===== config.mk =====
export PLATFORM = sky130hd
export DESIGN_NAME = clock_mode_ctrl
export DESIGN_NICKNAME = d
export VERILOG_FILES = /design/src/rtl/clock_pkg.sv /design/src/rtl/mod60_bcd_inc.sv /design/src/rtl/clock_mode_ctrl.sv
export SDC_FILE = /design/constraint.sdc
export NUM_CORES = 1
export LEC_CHECK = 0
export BUFFER_PORTS_ARGS = -buffer_cell sky130_fd_sc_hd__buf_2
export CORE_MARGIN = 4
export CORE_UTILIZATION = 55
export CTS_CLUSTER_SIZE = 24
export DETAILED_ROUTE_END_ITERATION = 16
export PLACE_DENSITY = 0.77
export SLEW_MARGIN = 10
export SYNTH_ARGS = -nofsm -noshare
export SYNTH_HDL_FRONTEND = slang
export SYNTH_SLANG_ARGS = --single-unit

===== constraint.sdc =====
create_clock -name clk -period 3.53 [get_ports clk]
set_input_delay 0.5295 -clock clk [delete_from_list [all_inputs] [get_ports clk]]
set_output_delay 0.5295 -clock clk [all_outputs]
set_load 0.01 [all_outputs]

===== src/rtl/clock_pkg.sv =====
// Purpose: shared types and digit-width constants for the mm:ss clock controller.
// Latency: n/a (declarations only).
// Backpressure: n/a.
package clock_pkg;

  // Encoding is visible on the mode output, so the values are fixed.
  typedef enum logic [1:0] {
    STOPPED = 2'b00,
    RUNNING = 2'b01,
    SET_MIN = 2'b10,
    SET_SEC = 2'b11
  } mode_t;

  localparam int BCD_W     = 4;  // units digit width
  localparam int TENS_W    = 3;  // tens digit width (0..5)
  localparam int TENS_MAX  = 5;
  localparam int UNITS_MAX = 9;

endpackage


===== src/rtl/mod60_bcd_inc.sv =====
// Purpose: {tens,units} BCD increment with wrap 59 -> 00.
// Latency: combinational, zero cycles.
// Backpressure: none.
// Ports: tens/units = current pair; nxt_tens/nxt_units = pair + 1 mod 60.
module mod60_bcd_inc
  import clock_pkg::*;
(
  input  logic [TENS_W-1:0] tens,
  input  logic [BCD_W-1:0]  units,
  output logic [TENS_W-1:0] nxt_tens,
  output logic [BCD_W-1:0]  nxt_units
);

  always_comb begin
    nxt_tens  = tens;
    nxt_units = units + 1'b1;
    if (units == BCD_W'(UNITS_MAX)) begin
      nxt_units = '0;
      nxt_tens  = (tens == TENS_W'(TENS_MAX)) ? '0 : tens + 1'b1;
    end
  end

endmodule


===== src/rtl/clock_mode_ctrl.sv =====
// Purpose: run/stop/set control for the mm:ss counter: 1 Hz enable, button FSM, shadow edit + load.
// Latency: state/strobe outputs registered, one cycle after the button edge; ld_* follow shadow regs.
// Backpressure: none; presses are single-cycle events and lower-priority ones are dropped.
// Ports: clk/reset; btn_mode/btn_inc/btn_startstop synchronized levels; cur_* live counter digits;
//        tick_en count enable; load + ld_* parallel load; mode = mode_t state; blink edit-field blank.
module clock_mode_ctrl
  import clock_pkg::*;
#(
  parameter int TICK_DIV = 50_000_000
) (
  input  logic              clk,
  input  logic              reset,
  input  logic              btn_mode,
  input  logic              btn_inc,
  input  logic              btn_startstop,
  input  logic [BCD_W-1:0]  cur_sec_units,
  input  logic [TENS_W-1:0] cur_sec_tens,
  input  logic [BCD_W-1:0]  cur_min_units,
  input  logic [TENS_W-1:0] cur_min_tens,
  output logic              tick_en,
  output logic              load,
  output logic [BCD_W-1:0]  ld_sec_units,
  output logic [TENS_W-1:0] ld_sec_tens,
  output logic [BCD_W-1:0]  ld_min_units,
  output logic [TENS_W-1:0] ld_min_tens,
  output logic [1:0]        mode,
  output logic              blink
);

  localparam int             PW   = $clog2(TICK_DIV);
  localparam logic [PW-1:0]  PMAX = PW'(TICK_DIV - 1);

  mode_t             state, state_nxt;
  logic [PW-1:0]     presc;
  logic              wrap;
  logic              mode_q, inc_q, ss_q;
  logic              mode_p, ss_p, inc_p;
  logic              load_nxt, tick_nxt, blink_nxt;
  logic              in_edit, next_edit;

  logic [TENS_W-1:0] sh_min_tens, sh_sec_tens, min_tens_inc, sec_tens_inc;
  logic [BCD_W-1:0]  sh_min_units, sh_sec_units, min_units_inc, sec_units_inc;

  // Rising-edge detect with one-press-per-cycle priority: mode > startstop > inc.
  assign mode_p = btn_mode & ~mode_q;
  assign ss_p   = btn_startstop & ~ss_q & ~mode_p;
  assign inc_p  = btn_inc & ~inc_q & ~mode_p & ~(btn_startstop & ~ss_q);

  assign wrap      = (presc == PMAX);
  assign in_edit   = (state == SET_MIN) || (state == SET_SEC);
  assign next_edit = (state_nxt == SET_MIN) || (state_nxt == SET_SEC);

  always_comb begin
    state_nxt = state;
    load_nxt  = 1'b0;
    case (state)
      STOPPED: begin
        if (mode_p)    state_nxt = SET_MIN;
        else if (ss_p) state_nxt = RUNNING;
      end
      RUNNING: if (ss_p) state_nxt = STOPPED;
      SET_MIN: if (mode_p) state_nxt = SET_SEC;
      SET_SEC: begin
        if (mode_p) begin
          state_nxt = STOPPED;
          load_nxt  = 1'b1;
        end
      end
      default: state_nxt = STOPPED;
    endcase
    // A stop press on the wrap cycle swallows that tick.
    tick_nxt  = (state == RUNNING) && wrap && !ss_p;
    // Blink restarts at 0 on every entry into editing and toggles per prescaler wrap.
    blink_nxt = (in_edit && next_edit) ? (blink ^ wrap) : 1'b0;
  end

  always_ff @(posedge clk or posedge reset) begin
    if (reset) begin
      state   <= STOPPED;
      presc   <= '0;
      mode_q  <= 1'b0;
      inc_q   <= 1'b0;
      ss_q    <= 1'b0;
      tick_en <= 1'b0;
      load    <= 1'b0;
      blink   <= 1'b0;
    end else begin
      state   <= state_nxt;
      mode_q  <= btn_mode;
      inc_q   <= btn_inc;
      ss_q    <= btn_startstop;
      tick_en <= tick_nxt;
      load    <= load_nxt;
      blink   <= blink_nxt;
      if (state == STOPPED || wrap) presc <= '0;
      else                          presc <= presc + 1'b1;
    end
  end

  // Shadow digits: snapshot on edit entry, then bumped per field; never carry min<->sec.
  always_ff @(posedge clk or posedge reset) begin
    if (reset) begin
      sh_min_tens  <= '0;
      sh_min_units <= '0;
      sh_sec_tens  <= '0;
      sh_sec_units <= '0;
    end else if (state == STOPPED && mode_p) begin
      sh_min_tens  <= cur_min_tens;
      sh_min_units <= cur_min_units;
      sh_sec_tens  <= cur_sec_tens;
      sh_sec_units <= cur_sec_units;
    end else if (state == SET_MIN && inc_p) begin
      sh_min_tens  <= min_tens_inc;
      sh_min_units <= min_units_inc;
    end else if (state == SET_SEC && inc_p) begin
      sh_sec_tens  <= sec_tens_inc;
      sh_sec_units <= sec_units_inc;
    end
  end

  mod60_bcd_inc u_min_inc (
    .tens      (sh_min_tens),
    .units     (sh_min_units),
    .nxt_tens  (min_tens_inc),
    .nxt_units (min_units_inc)
  );

  mod60_bcd_inc u_sec_inc (
    .tens      (sh_sec_tens),
    .units     (sh_sec_units),
    .nxt_tens  (sec_tens_inc),
    .nxt_units (sec_units_inc)
  );

  assign mode         = state;
  assign ld_min_tens  = sh_min_tens;
  assign ld_min_units = sh_min_units;
  assign ld_sec_tens  = sh_sec_tens;
  assign ld_sec_units = sh_sec_units;

endmodule

-- Yosys cells after proc, flatten, opt, wreduce, memory -nomap -nowiden
Cells that the tools add are included.
- word-level logic and storage cells: 84
- input bits: 19
- flip-flop bits (word level): 48
- output and inout bits: 19
- muxes and demuxes: 26
- reduce and logical (&&, ||, !) cells: 18
- $add $sub $neg: 5
- equality and inequality tests: 11
- bitwise logic cells: 12
- operators by type and width (kind ; count):
    $mux W4 ; 7
    $mux W3 ; 9
    $add A26 B1 Y26 const B ; 1
    $eq A26 B26 Y1 const B ; 1
    $mux W26 ; 1
    $mux W2 ; 5
    $add A4 B1 Y4 const B ; 2
    $eq A2 B2 Y1 const B ; 4
    $eq A4 B4 Y1 const B ; 2
    $pmux W2 S4 ; 1
    $reduce_bool A2 Y1 ; 4
    $add A3 B1 Y3 const B ; 2
    $and A1 B1 Y1 ; 6
    $eq A3 B3 Y1 const B ; 2
    $logic_and A1 B1 Y1 ; 6
    $not A1 Y1 ; 5
    $reduce_and A2 Y1 ; 2
    $logic_or A1 B1 Y1 ; 3
    $mux W1 ; 3
    $reduce_and A3 Y1 ; 1
    $eq A2 B1 Y1 const B ; 1
    $logic_not A2 Y1 ; 1
    $ne A2 B2 Y1 const B ; 1
    $logic_not A1 Y1 ; 1
    $xor A1 B1 Y1 ; 1

-- Longest topological paths before layout
Gate-level depths: netlist of run 1.
- depth after elaboration: 11
- mapped depth: 6
- mapped depth without buffers: 5

-- Cells and area by module
From an unflattened synthesis of run 1, not the netlist that was laid out.
- cells, all modules: 254
- area, all modules: 2705.1 µm²
- modules (own cells, without submodules) (module ; times used ; seq. area each (µm²) ; area each (µm²) ; cells an instance):
    clock_mode_ctrl ; 1 ; 1201.2 ; 2442.3 ; 220
    mod60_bcd_inc ; 2 ; 0.0 ; 131.4 ; 17

-- Worst setup path before layout of run 1
No wires, ideal clock.
- kind: input-to-reg
- start point: input port btn_mode
- end point: register sh_min_tens[1], in the netlist ld_min_tens[1]
- slack: 1.500 ns
- arrival: 1.948 ns
- stages on the path: 5
- required time: 3.448 ns
- cells stage by stage: nor2b_1 -> or4b_1 -> buf_2 -> or4_1 -> a31oi_1
- word-level cells in the longest chain between the ends: 7
- elaborated cells between the ends (all ways): 10
- ends and longest elaborated chain (element ; line ; RTL):
    start, declared ; clock_mode_ctrl.sv:13 ; input logic btn_mode,
    $and A1 B1 Y1 * ; clock_mode_ctrl.sv:45 ; assign mode_p = btn_mode & ~mode_q;
    $not A1 Y1 ; clock_mode_ctrl.sv:47 ; assign inc_p = btn_inc & ~inc_q & ~mode_p & ~(btn_startstop & ~ss_q);
    $and A1 B1 Y1 (2 in series) ; clock_mode_ctrl.sv:47 ;
    $logic_and A1 B1 Y1 ; clock_mode_ctrl.sv:112 ; end else if (state == SET_MIN && inc_p) begin
    $reduce_bool A2 Y1 (no source line) ; -- ;
    $reduce_and A2 Y1 (no source line) ; -- ;
    end signal, assigned ; clock_mode_ctrl.sv:108 ; sh_min_tens <= cur_min_tens;
    end signal, assigned ; clock_mode_ctrl.sv:113 ; sh_min_tens <= min_tens_inc;
    end, declared ; clock_mode_ctrl.sv:41 ; logic [TENS_W-1:0] sh_min_tens, sh_sec_tens, min_tens_inc, sec_tens_inc;
Mark *: on every way between the ends. The rest lies on a longest branch, timed or not.
A chain may end at the register's enable or synchronous reset.

-- Final worst setup path of run 1
- start point: register state[1], in the netlist mode[1]
- end point: register sh_min_tens[1], in the netlist ld_min_tens[1]
- word-level cells in the longest chain between the ends: 4
- elaborated cells between the ends (all ways): 8
- ends and longest elaborated chain (element ; line ; RTL):
    start, declared ; clock_mode_ctrl.sv:33 ; mode_t state, state_nxt;
    start signal, assigned ; clock_mode_ctrl.sv:88 ; state <= state_nxt;
    $eq A2 B2 Y1 or $logic_not A2 Y1 (tied branches) ; clock_mode_ctrl.sv:112, clock_mode_ctrl.sv:107 ;
    $logic_and A1 B1 Y1 (on tied branches) ; clock_mode_ctrl.sv:112, clock_mode_ctrl.sv:107 ;
    $reduce_bool A2 Y1 (no source line) ; -- ;
    $reduce_and A2 Y1 (no source line) ; -- ;
Parallel ways exist; a longest one is shown, timed or not.

==> qor.yml, run 1 <==
logic_synthesis:
  synth-edff-count: 0
  ys_seq_area_share_pct: 48.0
  synthFlopType: "dfrtp_1"
  syn-instance-count: 272
  syn_area_um2: 2500
  syn_avg_cell_area_um2: 9.20
  syn_nets: 293
  yosysWarnings: 0
  yosysUniqueCellTypes: 35
  async_flop_share_pct: 100
  synth-seq-cells: 48
floorplan:
  die_width_um: 75.5
  start_util_pct: 57.1
  core_area_um2: 4380
  die_y_um: 75.5
  io_pins: 38
  fp-row-count: 24
  die_area_um2: 5690
timing:
  clock_skew_ns: 0.00151
  fmax_ghz: 0.451
  slew_headroom_pct: 35.3
  holdWs_ns: 0.341
  fin_setup_tns_ns: 0
  setup_violations: 0
  rsz0062_at_grt: "no"
  drv_slew: 0
  min_period_ns: 2.22
  hold_viol: 0
  worst_pin_slew_ns: 0.969
  fin_crit_sh_pct: 62.9
layout:
  final_nets: 326
  drive_above_1_share_pct: 16.3
  diodes: 0
  areaGrowthSynthToFinish_pct: 12.8
  seqCellArea_um2: 1200
  final_area_um2: 2820
  final_util_pct: 64.4
  num-fill-cells: 375
  multi_input_area_um2: 1220
worst_setup_path:
  reg2reg_depth: 4
  r2r_start: "mode[1]"
  cp-start-kind: "flop"
  cp.required_ns: 3.75
  critPathTopFamily: "simple AND/OR/NAND/NOR gates"
  worstPathMaxFanout: 15
  worstReg2RegEnd: "ld_min_tens[1]"
  worstSetupPathType: "flop to flop"
  worst-path-buf-inv: 0
  cpMaxStageDelayCell: "or4b_1"
  reg2reg_slack_ns: 1.31
  cp_data_arrival_time_ns: 2.44
  slowest_delay_ns: 0.65
  end_kind: "flop"
  worstPathCellList: "nand4bb_1 -> or4b_1 -> or4_1 -> a31oi_1"
clocking:
  h-tree-depth: 2
  post_cts_buffers: 0
  cts_tree: "built"
  clock-root-buffer: "clkbuf_8"
  max-clock-path-buffers: 2
  numClockSinks: 48
  cts_resized: 0
  cts.clk_slew.worst_paths_ns: 0.09
  clkLatencyLatePin_ns: 0.30
  ctsHoldBuffers: 0
  cts_buffers: 5
detailed_routing:
  routed_wirelength_um: 5110
  drt-pass1-iter-count: 4
  ant_nets: 0
  wl_per_cell_um: 14.3
  vias_per_cell: 5.92
  vias: 2120
  drc_errors: 0
  dr.first_iter.drc_count: 133
grt:
  grt_overflow_total: 0
  grt_util_all_layers_pct: 19.2
  grt_max_degree: 49
  antenna_found_initial: 0
  grt_pass1_vias: 1905
  grt_pass1_wl_um: 8500
placement:
  port_buffers: 37
  routabilityCongestion: 0.807
  dp_hpwl_um: 3540
  place_area_um2: 2710
hold_path:
  min_from: "btn_mode"
  holdCritPathClass: "input pin to flop"
  min_path_cells: 1
  hold_end: "mode_q"
power_and_ir_drop:
  ir_drop_mv: 0.405
  switchingPower_mw: 0.619
  leakagePower_nw: 1.19
  power_mw: 1.72
  intPower_mw: 1.10
  power_density_nw_per_um2: 609
  seqPwrFrac_pct: 48.1
  p_sw_share_pct: 36.0
  power_frac_comb_pct: 28.9
  p_clk_share_pct: 23.0
flow_run:
  drv_cap: 0
outcome:
  outcome: "finished, final reports clean"
-- worst register-to-register path, delay by kind of cell, from the launching register on --
kind	cells	cell delay [ns]
AO/OA/AOI/OAI	1	0.17
flip-flops	1	0.61
AND/OR/NAND/NOR	3	1.36
-- how the worst max path moves through the flow --
| stage | startpoint | endpoint | slack [ns] | cells after the start |
|---|---|---|---|---|
| finish | mode[1] | ld_min_tens[1] | 1.31 | 4 |
| floorplan | btn_mode | ld_min_tens[1] | 1.50 | 5 |
| global route | mode_q | ld_sec_units[0] | 1.16 | 3 |
| detailed placement | btn_mode | ld_sec_units[0] | 1.13 | 4 |
| global placement | btn_mode | ld_sec_units[0] | 1.18 | 4 |
| CTS | mode[1] | ld_min_tens[1] | 1.28 | 4 |
-- per-layer routing --
metal	vias to the layer above	track usage (%)	wire length, um
li1	1064	-	-
met1	1020	27.2	2490
met2	30	30.5	2410
met3	6	3.17	150
met4	0	5.83	67
met5	-	0	0
-- state kept, by name, indices dropped and copies added, names as in the netlist --
signal and flops:
blink 1, ld_min_tens 3, inc_q 1, ld_min_units 4
ss_q 1, mode_q 1, presc 26, mode 2
ld_sec_tens 3, ld_sec_units 4, tick_en 1, load 1
-- Yosys cell counts (all sizes together) (4+ instances only) --
cell,n,area [um^2]
a21oi,17,85.1
a31oi,7,43.8
and2,5,31.3
and3,5,31.3
buf,5,31.3
clkbuf,7,26.3
dfrtp,48,1200
inv,7,26.3
nand2,18,67.6
nand3,18,90.1
nand4,8,50.1
nor2,25,93.8
nor2b,6,37.5
nor3,4,20.0
nor4,5,31.3
o21ai,19,95.1
o31ai,8,60.1
or3,12,75.1
or4,12,90.1
xnor2,5,43.8
xor2,9,78.8
-- cells in the final DEF (no fill, tap or decap), types with 2 or more instances in the layout --
cell type,netlist,layout
a31oi_1,7,7
and4_1,3,3
and3_1,5,5
nor3_1,4,4
or3_1,12,12
inv_1,7,6
buf_2,4,37
nor4_1,5,5
a21oi_1,17,17
or4_1,12,12
nand3b_1,3,3
nor2b_1,6,6
ha_1,2,2
clkbuf_8,0,5
nand4_1,8,8
dfrtp_1,48,48
and2_1,5,5
xor2_1,9,9
xnor2_1,5,5
o31ai_1,8,8
o211ai_1,3,3
nor2_1,25,25
nand2b_1,3,3
nand2_1,18,18
o21ai_0,19,19
nand3_1,18,18
-- area by class of cell --
| class | count | share of cell area, % |
|---|---|---|
| multi-input cells | 205 | 43.4 |
| flip-flops and latches | 48 | 42.6 |
| repair buffers | 38 | 6.83 |
| clock buffers | 5 | 2.44 |
| well taps | 52 | 2.31 |
| clock inverters | 3 | 1.51 |
| inverters | 7 | 0.931 |
-- power groups by stage --
stage | combinational [mW] | clock (mW) | sequential [mW]
after floorplan | 0.334 | 0 | 0.826
after CTS | 0.507 | 0.406 | 0.824
final | 0.498 | 0.395 | 0.826
after detailed placement | 0.503 | 0 | 0.834
after global routing | 0.575 | 0.429 | 0.853
after global placement | 0.493 | 0 | 0.828
-- logic make-up (layout without fill, tap and decap cells) --
logic type | after synthesis | in the layout | share of synthesized area, %
muxes | 1 | 1 | 0.400
buffers and inverters | 19 | 53 | 3.35
xor gates and xnor gates | 14 | 14 | 4.90
adders and majority gates | 2 | 2 | 1.00
AOI/OAI and AO/OA | 57 | 57 | 13.3
and+or+nand+nor | 131 | 131 | 29.0
DFF | 48 | 48 | 48.0
-- stage by stage --
step	worst slack, ns	std cells
finish	1.31	358
global route	1.16	358
CTS	1.28	358
detailed placement	1.13	350
global placement	1.18	350
floorplan	1.50	272
Note: power is estimated with default switching activity, not from simulation.
==> run 2, diff against run 1 <==
--- a/config.mk
+++ b/config.mk
@@ -7,10 +7,10 @@
 export LEC_CHECK = 0
 export BUFFER_PORTS_ARGS = -buffer_cell sky130_fd_sc_hd__buf_2
 export CORE_MARGIN = 4
-export CORE_UTILIZATION = 55
+export CORE_UTILIZATION = 51
 export CTS_CLUSTER_SIZE = 24
 export DETAILED_ROUTE_END_ITERATION = 16
-export PLACE_DENSITY = 0.77
+export PLACE_DENSITY = 0.76
 export SLEW_MARGIN = 10
 export SYNTH_ARGS = -nofsm -noshare
 export SYNTH_HDL_FRONTEND = slang
==> constraint.sdc (replaced) <==
create_clock -name clk -period 1.9 [get_ports clk]
set_input_delay 0.285 -clock clk [delete_from_list [all_inputs] [get_ports clk]]
set_output_delay 0.285 -clock clk [all_outputs]
set_load 0.01 [all_outputs]
==> run 2 against run 1 <==
The run now ends with negative hold slack left. Combinational power rose to 2.6 times the previous value. Setup slack got worse by 1.3 ns. Register-to-register slack got worse by 1.3 ns. Critical path depth did not move. Clock skew rose by 0.013 ns. Core utilization fell by 0.49 points. Worst hold slack got worse by 0.35 ns. Wire length rose by 12%. Maximum frequency rose by 20%. Sequential power rose by 72%. Total power rose by 94%.
==> qor.yml, run 2 (same netlist as run 1, synthesis figures left out) <==
clocking:
  clkLatencyLatePin_ns: 0.31
  cts_buffers: 5
  cts.clk_slew.worst_paths_ns: 0.09
  cts_tree: "built"
  max-clock-path-buffers: 2
  numClockSinks: 48
  ctsHoldBuffers: 0
  h-tree-depth: 2
  clock-root-buffer: "clkbuf_8"
layout:
  largest_reg_flops: 26
  multi_input_area_um2: 1240
  areaGrowthSynthToFinish_pct: 20.5
  layout_commonest_cell: "dfrtp_1"
  final_util_pct: 63.9
  largest_register: "presc"
  drive_above_1_share_pct: 23.6
  final_cell_mix: "dfrtp_1 (48), buf_2 (37), nor2_1 (25), buf_4 (25), o21ai_0 (19)"
  diodes: 0
  final_area_um2: 3020
  num-fill-cells: 391
  seqCellArea_um2: 1200
  final_nets: 350
placement:
  routabilityCongestion: 0.863
  place_area_um2: 2910
  dp_hpwl_um: 4250
  pre_cts_ws_ns: 0.0220
  port_buffers: 37
hold_path:
  holdCritPathClass: "input pin to async pin"
power_and_ir_drop:
  power_density_nw_per_um2: 1110
  leakagePower_nw: 1.31
  ir_drop_mv: 0.734
grt:
  grt_util_all_layers_pct: 20.0
  groute.layer.met3.usage_pct: 4.24
  grt_use_met1_pct: 25.9
  grt_overflow_total: 0
  met2_usage_pct: 32.3
  busiest_layer: "met2"
  grt_pass1_wl_um: 9710
  antenna_found_initial: 0
  grt_max_degree: 25
  grt_pass1_vias: 2163
worst_setup_path:
  cp-start-kind: "flop"
  end_kind: "flop"
  cp.required_ns: 2.13
  worstSetupPathType: "flop to flop"
  reg2reg_depth: 4
  cp_data_arrival_time_ns: 2.09
  reg2reg_slack_ns: 0.04
  worstPathMaxFanout: 7
floorplan:
  io_pins: 38
  fp-row-count: 25
  core_area_um2: 4720
  start_util_pct: 53.0
  die_area_um2: 6090
  die_width_um: 78.0
  die_y_um: 78.0
detailed_routing:
  drc_errors: 0
  vias_per_cell: 5.64
  vias: 2240
  wl_per_cell_um: 14.4
  routed_wirelength_um: 5720
  dr.first_iter.drc_count: 130
  ant_nets: 0
  drt-pass1-iter-count: 4
timing:
  clock_skew_ns: 0.0150
  setup_violations: 0
  worst_pin_slew_ns: 0.494
  min_period_ns: 1.86
  fin_crit_sh_pct: 97.7
  slew_headroom_pct: 67.0
  holdWs_ns: -0.00881
  final_critical_path_setup_slack_ns: 0.0438
  fmax_ghz: 0.539
  hold_viol: 15
  drv_slew: 0
outcome:
  outcome: "finished, violations left"
  violations: "negative hold slack"
flow_run:
  drv_cap: 0
## run 2: repair_timing
item                       in CTS  in global routing
setup endpoints to repair       0                 34
resized for setup               0                  4
buffers inserted                0                  0
## run 2: layout make-up
type                            instances  area share (%)
Sequential cell                        48            39.8
Multi-Input combinational cell        205            41.0
Inverter                                7           0.871
Clock buffer                            6            2.74
Timing Repair Buffer                   62            12.4
Tap cell                               67            2.78
Clock inverter                          2           0.456
## run 2: through the flow
stage | TNS [ns] | total power [mW] | hold slack (ns) | cells
floorplan | -0.823 | 2.16 | 0.316 | 272
global placement | 0 | 2.66 | 0.338 | 389
detailed placement | 0 | 2.69 | 0.340 | 389
CTS | 0 | 3.35 | 0.00219 | 397
global route | -0.00609 | 3.59 | 0.0281 | 397
finish | 0 | 3.34 | -0.00881 | 397
## run 2: per-layer routing
layer	share of wire (%)	vias up
met2	48	43
met5	0	-
li1	-	1108
met1	46	1077
met4	2.6	0
met3	3.7	12
## run 2: report_power, final
| group | total [mW] | switching [mW] | internal (mW) |
|---|---|---|---|
| logic | 1.27 | 0.698 | 0.574 |
| clock network | 0.655 | 0.357 | 0.298 |
| registers | 1.42 | 0.179 | 1.24 |
| total | 3.34 | 1.23 | 2.11 |
## run 2: worst max-delay path, cell delays in order, from the launching register on
cell and delay, ns:
dfrtp_1 0.39, nand4bb_1 0.23, or4b_4 0.61, or4_1 0.41, a31oi_1 0.14
## run 2: path summary, 6_finish.rpt
| check | startpoint | end |
|---|---|---|
| worst max-delay path | mode[0] | ld_min_tens[1] |
| worst min-delay path | reset | ld_sec_tens[1] |
| worst max register to register | mode[0] | ld_min_tens[1] |
| worst min register to register | presc[4] | presc[4] |
| max in group asynchronous | reset | presc[8] |
| min in group clk | btn_startstop | ss_q |
